--- src/rtl/irq_ctrl.sv ---
// irq_ctrl: edge-latched, priority-encoded interrupt requester for a core
// with an irq/irq_addr/irq_ack handshake and an irq_done completion pulse.
//
// Ports:
//   clk        clock; all state updates on the rising edge
//   rst        asynchronous active-low reset
//   src        NSRC interrupt sources, rising-edge triggered
//   irq        registered interrupt request to the core
//   irq_addr   vector of the requested source (valid while irq=1)
//   irq_ack    core accepts the request (looked at only in REQ)
//   irq_done   core finished the ISR (looked at only in SERVICE)
//   we         register write enable
//   addr       register byte address; addr[3:2] selects the register
//   wd         register write data
//   rd         register read data, combinational from addr
//   active_id  source being requested/serviced, 0 when idle
//
// Register map (addr[3:2]): 0 MASK rw, 1 PENDING r/W1C,
// 2 FORCE w (reads 0), 3 STATUS {26'b0, state, active_id}.
module irq_ctrl #(
    parameter int          NSRC       = 4,
    parameter logic [31:0] VEC_BASE   = 32'h0,
    parameter logic [31:0] VEC_STRIDE = 32'h20
) (
    input  logic            clk,
    input  logic            rst,
    input  logic [NSRC-1:0] src,
    output logic            irq,
    output logic [31:0]     irq_addr,
    input  logic            irq_ack,
    input  logic            irq_done,
    input  logic            we,
    input  logic [3:0]      addr,
    input  logic [31:0]     wd,
    output logic [31:0]     rd,
    output logic [3:0]      active_id
);

    typedef enum logic [1:0] {
        IDLE    = 2'd0,
        REQ     = 2'd1,
        SERVICE = 2'd2
    } state_t;

    state_t          state;
    logic [NSRC-1:0] src_q;
    logic [NSRC-1:0] pending;
    logic [NSRC-1:0] mask;

    logic [NSRC-1:0] rise;
    logic [NSRC-1:0] cand;
    logic [NSRC-1:0] set_v;
    logic [NSRC-1:0] clr_v;
    logic [NSRC-1:0] ack_v;
    logic [NSRC-1:0] pending_n;
    logic [3:0]      win;
    logic [31:0]     vec;
    logic [1:0]      sel;

    // Address bits below the word select and write data above NSRC
    // carry no meaning here.
    logic unused_bits;
    assign unused_bits = ^{addr[1:0], wd[31:NSRC]};

    assign sel   = addr[3:2];
    assign rise  = src & ~src_q;
    assign cand  = pending & mask;

    // Lowest index wins: scan downward so the last hit is the smallest.
    always_comb begin
        win = 4'd0;
        for (int k = NSRC - 1; k >= 0; k--) begin
            if (cand[k]) win = 4'(k);
        end
    end

    assign vec = VEC_BASE + 32'(win) * VEC_STRIDE;

    always_comb begin
        ack_v = '0;
        for (int k = 0; k < NSRC; k++) begin
            if (state == REQ && irq_ack && active_id == 4'(k)) ack_v[k] = 1'b1;
        end
    end

    assign set_v = rise | ((we && sel == 2'd2) ? wd[NSRC-1:0] : '0);
    assign clr_v = ack_v | ((we && sel == 2'd1) ? wd[NSRC-1:0] : '0);

    // A set in the same cycle as a clear must survive.
    assign pending_n = (pending & ~clr_v) | set_v;

    always_comb begin
        rd = '0;
        unique case (sel)
            2'd0: rd[NSRC-1:0] = mask;
            2'd1: rd[NSRC-1:0] = pending;
            2'd2: rd = '0;
            2'd3: rd = {26'b0, state, active_id};
            default: rd = '0;
        endcase
    end

    always_ff @(posedge clk or negedge rst) begin
        if (!rst) begin
            src_q   <= '0;
            pending <= '0;
            mask    <= '1;
        end else begin
            src_q   <= src;
            pending <= pending_n;
            if (we && sel == 2'd0) mask <= wd[NSRC-1:0];
        end
    end

    always_ff @(posedge clk or negedge rst) begin
        if (!rst) begin
            state     <= IDLE;
            irq       <= 1'b0;
            irq_addr  <= '0;
            active_id <= '0;
        end else begin
            unique case (state)
                IDLE: begin
                    if (|cand) begin
                        state     <= REQ;
                        irq       <= 1'b1;
                        irq_addr  <= vec;
                        active_id <= win;
                    end
                end
                REQ: begin
                    // Committed: only the ack releases the request.
                    if (irq_ack) begin
                        state <= SERVICE;
                        irq   <= 1'b0;
                    end
                end
                SERVICE: begin
                    if (irq_done) begin
                        state     <= IDLE;
                        active_id <= '0;
                    end
                end
                default: begin
                    state <= IDLE;
                    irq   <= 1'b0;
                end
            endcase
        end
    end

endmodule

--- config.mk ---
export PLATFORM = sky130hd
export DESIGN_NAME = irq_ctrl
export DESIGN_NICKNAME = d
export VERILOG_FILES = /design/src/rtl/irq_ctrl.sv
export SDC_FILE = /design/constraint.sdc
export NUM_CORES = 1
export LEC_CHECK = 0
export BUFFER_PORTS_ARGS = -buffer_cell sky130_fd_sc_hd__buf_2
export CAP_MARGIN = 0
export CORE_ASPECT_RATIO = 0.9
export CORE_UTILIZATION = 39
export DETAILED_ROUTE_END_ITERATION = 16
export GPL_TIMING_DRIVEN = 0
export MAX_ROUTING_LAYER = met4
export PLACE_DENSITY = 0.8
export REMOVE_ABC_BUFFERS = 1
export SYNTH_ARGS = -nofsm -noshare
export SYNTH_HDL_FRONTEND = slang
export SYNTH_SLANG_ARGS = --single-unit
--- constraint.sdc ---
create_clock -name clk -period 1.55 [get_ports clk]
set_clock_uncertainty 0.15 [all_clocks]
set_input_delay 0.2325 -clock clk [delete_from_list [all_inputs] [get_ports clk]]
set_output_delay 0.2325 -clock clk [all_outputs]
set_load 0.01 [all_outputs]
==> results of run 1 <==
-- synthesized netlist by cell type, drive strengths merged (2+ instances only) --
cell type  instances
mux2i              4
dfrtp             15
and3b              2
o211ai             2
inv               10
nand3              4
o221ai             4
dfstp              4
mux2               4
o21ai              7
nand3b             2
nor2               8
buf               62
nand2             11
nand2b             3
and3               2
-- worst reg2reg max path, cell delays in order (launching register included) --
cell	delay, ps
dfstp_2	370
buf_4	130
a22o_1	240
nand2b_4	160
and2_4	180
nand2b_4	130
-- cells in the final DEF (no fill, tap or decap), drive strengths merged --
master and n:
mux2i 4, a22oi 1, dfrtp 15, a22o 1, and3 2, a32o 1
nand3b 2, o211ai 2, nor2 8, a211oi 1, nand3 4, nand2b 3
clkbuf 3, o221ai 4, and2 1, and3b 2, o21ai 7, clkinv 1
inv 10, nand2 11, dfstp 4, conb 58, nor3 1, nor3b 1
buf 28, nand4 1, mux2 4, a21oi 1, o311ai 1, dlygate4sd3 5
o31ai 1
-- worst paths after layout --
kind                            slack, ps  depth (start not counted)          to
max in group asynchronous             630                          2     mask[3]
worst max register to register         90                          5         irq
worst max-delay path                  -40                          3       rd[0]
min in group asynchronous             280                          2    src_q[0]
worst min register to register        330                          1  pending[1]
worst min-delay path                   40                          2    state[0]
-- state kept, by name, indices dropped and copies added, names as in the netlist --
register	count
src_q	4
irq	1
mask	4
state	2
irq_addr	2
pending	4
active_id	2
-- power by group --
group,internal [mW],total (mW),switching (mW)
sequential,0.657,0.842,0.185
clock,0.179,0.355,0.176
combinational,0.353,0.762,0.409
total,1.19,1.96,0.769
-- final cells by class --
cell class	count	area share, %
clock buffers	3	2.797
multi-input cells	122	44.58
repair buffers	33	13.39
flip-flops and latches	19	32.63
well taps	44	3.729
inverters	10	2.542
clock inverters	1	0.3390
-- cell families (layout without fill, tap and decap cells) --
| kind of cell | count (synthesis) | in the layout | share of synthesized area, % |
|---|---|---|---|
| buffers and inverters | 72 | 47 | 35.20 |
| AND/OR/NAND/NOR | 36 | 36 | 13.87 |
| AO/OA/AOI/OAI | 20 | 20 | 10.49 |
| flip-flops | 19 | 19 | 34.13 |
| multiplexers | 8 | 8 | 6.044 |
| other | 1 | 58 | 0.2664 |
-- repair_timing --
action / in CTS / in global routing
setup buffers: 2 / 1
cloned: 0 / 0
pin swaps: 1 / 1
hold endpoints to repair: 19 / 0
hold buffers: 5 / 0
setup endpoints to repair: 2 / 5
resized for setup: 2 / 3
-- routing by layer --
metal | GRT usage (%) | up-vias | part of all wire (%)
li1 | - | 468 | -
met1 | 16.91 | 459 | 43
met2 | 21.65 | 49 | 49
met3 | 2.115 | 5 | 5.9
met4 | 7.453 | 0 | 1.8
met5 | - | - | 0
==> reports/results.md, run 1 <==
| Item | Reported |
|:---|:---|
| Worst Path Required | 1170 ps |
| Skew-Pair Late Insertion Delay | 260 ps |
| Instance area after placement | 1344 um2 |
| Via-to-Cell Ratio | 4.228 |
| Wire length of the first global-routing pass | 3808 um |
| Failing checks | negative setup slack |
| Area grow syn2layout | 4.889% |
| Leakage power summed over all cells | 0.7885 nW |
| Total Power | 1.959 mW |
| Areal power density over the cells | 1327 nW/um2 |
| CP Capture Type | primary output |
| Total of buffers placed on input and output ports | 25 |
| RSZ-0062 raised after global routing | true |
| Worst-case hold slack | 36.07 ps |
| Vias in the first global route | 830 |
| Most used DFF post-synth | dfrtp_1 |
| FP Rows | 20 |
| Start of the worst register-to-register path | mask[0] |
| Starting DRT DRC Count | 9 |
| Flop and latch count out of synthesis | 19 |
| Crit path launch type | flip-flop |
| Ys async rst share | 100.0% |
| Number of placed instances, taps included | 220 |
| Critical path start-end classification | flip-flop to primary output |
| Fraction of layout instances using a drive strength above 1 | 25.53% |
| Leading post-synthesis cells by cell area | buf_4, dfrtp_1, dfstp_2 |
| Num CTS Buffers | 3 |
| Cells traversed along the worst timing path | mux2i_1 > o21ai_1 > buf_2 |
| Start point of the critical path | mask[0] |
| Number of vias in the routed layout | 981 |
| Synth Instances | 156 |
| Number of remaining DRC errors | 0 |
| Horizontal die dimension | 65.33 um |
| Dominant cell type by area after synthesis | buf_4 |
| Final Hold Fails | 0 |
| Number of warnings issued by yosys | 0 |
| Number of antenna cells inserted | 0 |
| Area of the mapped netlist | 1408 um2 |
| Worst Setup Slack post-DPL | 100.9 ps |
| Overflow left after global routing | 0 |
| Routed Antenna Nets | 0 |
| Number of clock sinks | 19 |
| Placer's final routability congestion estimate | 0.8555 |
| Total global-route track usage | 13.71% |
| Final HPWL DP | 1890 um |
| Highest attainable clock frequency | 630.1 MHz |
| H-tree depth | 1 |
| Fin cells | 232 |
| Area occupied by multi-input gates | 658.1 um2 |
| Setup slack of the critical path after layout | -37.04 ps |
| Die Area | 3854 um2 |
| Drt total wl | 2501 um |
| Initial core utilization | 41.36% |
| Outcome | finished with violations |
| Path category of the worst min-delay check | primary input to flip-flop |
| CP top delay family | flip-flops |
| Filler instances | 371 |
| First-pass detailed-route iteration total | 4 |
| Final worst-path cycle share | 102.4% |
| Hold wc startpoint | irq_ack |
| Clk slew on worst S/H paths | 70 ps |
| Area share of the largest cell type after synthesis | 31.47% |
| Number of buffers between clock root and the deepest sink | 2 |
| Peak ir drop on the vdd network | 0.5549 mV |
| Final Max Slew Viols | 0 |
| Count of cell types in the netlist | 31 |
| Pin count of the biggest net entering global routing | 20 |
| Clock period minus worst slack | 1587 ps |
| Avg Synthesized Cell Area | 9.023 um2 |
| Post-layout utilization of the core | 43.38% |
| Wire length per cell | 10.78 um |
| Number of max-cap violations | 0 |
| Number of endpoints failing setup at the final stage | 2 |
| Number of nets in the layout | 234 |
| Max stage delay on crit path | 530 ps |
| Post-route standard cell area excluding fillers | 1476 um2 |
| Floorplan die height | 59.00 um |
| EDFF count, synth | 0 |
| Data arrival time of the critical path | 1200 ps |
| WP buf/inv | 1 |
| # IOs | 114 |
| Initial antenna violation count | 0 |
| Clock tree from TritonCTS | done |
| Final total negative setup slack | -47.98 ps |
| Seq. cell area | 481.7 um2 |
| Share of synthesized area occupied by flip-flops and latches | 34.13% |
| Cell at the slowest stage of the critical path | dfstp_2 |
| Core Region | 3403 um2 |
| Root buffer selected by CTS | clkbuf_8 |
| Worst Path Max Fanout | 2 |
No activity file was read; power rests on OpenSTA's default activity.
==> run 2, diff against run 1 <==
--- a/config.mk
+++ b/config.mk
@@ -8,12 +8,13 @@
 export BUFFER_PORTS_ARGS = -buffer_cell sky130_fd_sc_hd__buf_2
 export CAP_MARGIN = 0
 export CORE_ASPECT_RATIO = 0.9
-export CORE_UTILIZATION = 39
+export CORE_UTILIZATION = 42
 export DETAILED_ROUTE_END_ITERATION = 16
 export GPL_TIMING_DRIVEN = 0
 export MAX_ROUTING_LAYER = met4
-export PLACE_DENSITY = 0.8
+export PLACE_DENSITY = 0.86
 export REMOVE_ABC_BUFFERS = 1
+export SETUP_SLACK_MARGIN = 0.3
 export SYNTH_ARGS = -nofsm -noshare
 export SYNTH_HDL_FRONTEND = slang
 export SYNTH_SLANG_ARGS = --single-unit
==> constraint.sdc (replaced) <==
create_clock -name clk -period 1.98 [get_ports clk]
set_clock_uncertainty 0.15 [all_clocks]
set_input_delay 0.297 -clock clk [delete_from_list [all_inputs] [get_ports clk]]
set_output_delay 0.297 -clock clk [all_outputs]
set_load 0.01 [all_outputs]
==> run 2 against run 1 <==
The run now ends clean; highest routed layer unchanged; clock-buffer cell count rose by 1; setup slack improved by 410 ps; design area fell by 4.7%; non-clock buffer count fell by 6; critical path type unchanged; first-iteration DRC count rose to 3.2 times the previous value; sequential power fell by 21%; die area fell by 6.9%; combinational power fell by 27%; critical endpoint unchanged; global-route usage rose by 0.11 points.
==> reports/results.md, run 2 (same netlist as run 1, synthesis figures left out) <==
| Item | Reported |
|:---|:---|
| Leakage power summed over all cells | 0.7534 nW |
| Number of remaining DRC errors | 0 |
| Final total negative setup slack | 0 ps |
| First-pass detailed-route iteration total | 4 |
| Wire length of the first global-routing pass | 3684 um |
| Area grow syn2layout | -0.08880% |
| Final HPWL DP | 1815 um |
| Area occupied by multi-input gates | 645.6 um2 |
| Filler instances | 323 |
| Outcome | finished clean |
| Core Region | 3114 um2 |
| Fraction of layout instances using a drive strength above 1 | 22.53% |
| Setup slack of the critical path after layout | 373.1 ps |
| Worst Setup Slack post-DPL | 527.9 ps |
| Most common cell after layout, fill and taps aside | conb_1 |
| Drt total wl | 2411 um |
| # IOs | 114 |
| Skew-Pair Late Insertion Delay | 250 ps |
| RSZ-0062 raised after global routing | true |
| Placer's final routability congestion estimate | 0.8391 |
| Initial core utilization | 45.20% |
| Number of nets in the layout | 228 |
| FP Rows | 19 |
| Via-to-Cell Ratio | 4.219 |
| Die Area | 3587 um2 |
| Number of antenna cells inserted | 0 |
| Final Max Slew Viols | 0 |
| Pin count of the biggest net entering global routing | 20 |
| Root buffer selected by CTS | clkbuf_8 |
| Clk slew on worst S/H paths | 70 ps |
| CP Capture Type | primary output |
| Starting DRT DRC Count | 29 |
| Seq. cell area | 480.5 um2 |
| Clock tree from TritonCTS | done |
| Commonest cells after routing, fill and taps aside | conb_1, buf_2, dfrtp_1 |
| Horizontal die dimension | 63.03 um |
| Path category of the worst min-delay check | primary input to flip-flop |
| Initial antenna violation count | 0 |
| Clock period minus worst slack | 1607 ps |
| Peak ir drop on the vdd network | 0.4562 mV |
| Largest registers in the final layout | mask: 4 flops, pending: 4 flops, src_q: 4 flops |
| Number of endpoints failing setup at the final stage | 0 |
| Final Hold Fails | 0 |
| Number of vias in the routed layout | 945 |
| H-tree depth | 1 |
| Worst Path Required | 1530 ps |
| Vias in the first global route | 772 |
| Floorplan die height | 56.92 um |
| Worst Path Max Fanout | 4 |
| Total of buffers placed on input and output ports | 25 |
| Highest attainable clock frequency | 622.3 MHz |
| Total global-route track usage | 13.81% |
| Critical path start-end classification | flip-flop to primary output |
| Areal power density over the cells | 1059 nW/um2 |
| Number of clock sinks | 19 |
| Overflow left after global routing | 0 |
| Crit path launch type | flip-flop |
| Worst-case hold slack | 8.860 ps |
| Wire length per cell | 10.76 um |
| Number of max-cap violations | 0 |
| Final worst-path cycle share | 81.15% |
| Num CTS Buffers | 3 |
| Number of buffers between clock root and the deepest sink | 2 |
| Data arrival time of the critical path | 1160 ps |
| Routed Antenna Nets | 0 |
## run 2: path summary, 6_finish.rpt
check                           start           to  slack (ps)  cells after the start
setup / recovery              mask[0]        rd[0]         370                      3
hold / removal                 src[0]     src_q[0]           9                      1
setup reg to reg           pending[0]          irq         510                      4
hold reg to reg              src_q[1]   pending[1]         330                      1
max in group asynchronous         rst      mask[3]         980                      2
min in group asynchronous         rst  irq_addr[5]         360                      2
## run 2: metrics by stage
step                      utilization (%)  std cells  instance area, um2  power (mW)
final                               45.16        224                1406       1.489
after global routing                45.16        224                1406       1.606
after CTS                           45.16        224                1406       1.499
after detailed placement            43.07        218                1341       1.216
after global placement              43.07        218                1341       1.197
after floorplan                         -        151                1164       1.025
## run 2: layout make-up
class	count	share of cell area, %
Multi-Input combinational cell	122	45.91
Timing Repair Buffer	27	10.32
Sequential cell	19	34.16
Clock buffer	4	3.203
Inverter	10	2.669
Tap cell	42	3.737
## run 2: report_power, final
| group | leakage (nW) | internal, mW | switching [mW] |
|---|---|---|---|
| sequential | 0.215 | 0.513 | 0.153 |
| clock | 0.0228 | 0.143 | 0.127 |
| combinational | 0.516 | 0.249 | 0.305 |
## run 2: worst max-delay path, cell delays in order, from the launching register on
cell,delay [ps]
dfstp_2,550
mux2i_1,70
o21ai_1,140
buf_2,150
## run 2: repair_timing
item / 4_1_cts / 5_1_grt
hold buffers: 2 / 0
gates resized for setup: 0 / 2
endpoints found under the hold margin: 16 / 0
setup buffers: 0 / 0
setup endpoints to repair: 0 / 2
## run 2: metal layers
layer  up-vias  track usage (%)  wire length [um]
met5         -                -                 0
met4         0            4.983                23
met3         4            2.439               168
met2        53            19.82              1124
met1       437            19.29              1094
li1        451                -                 -
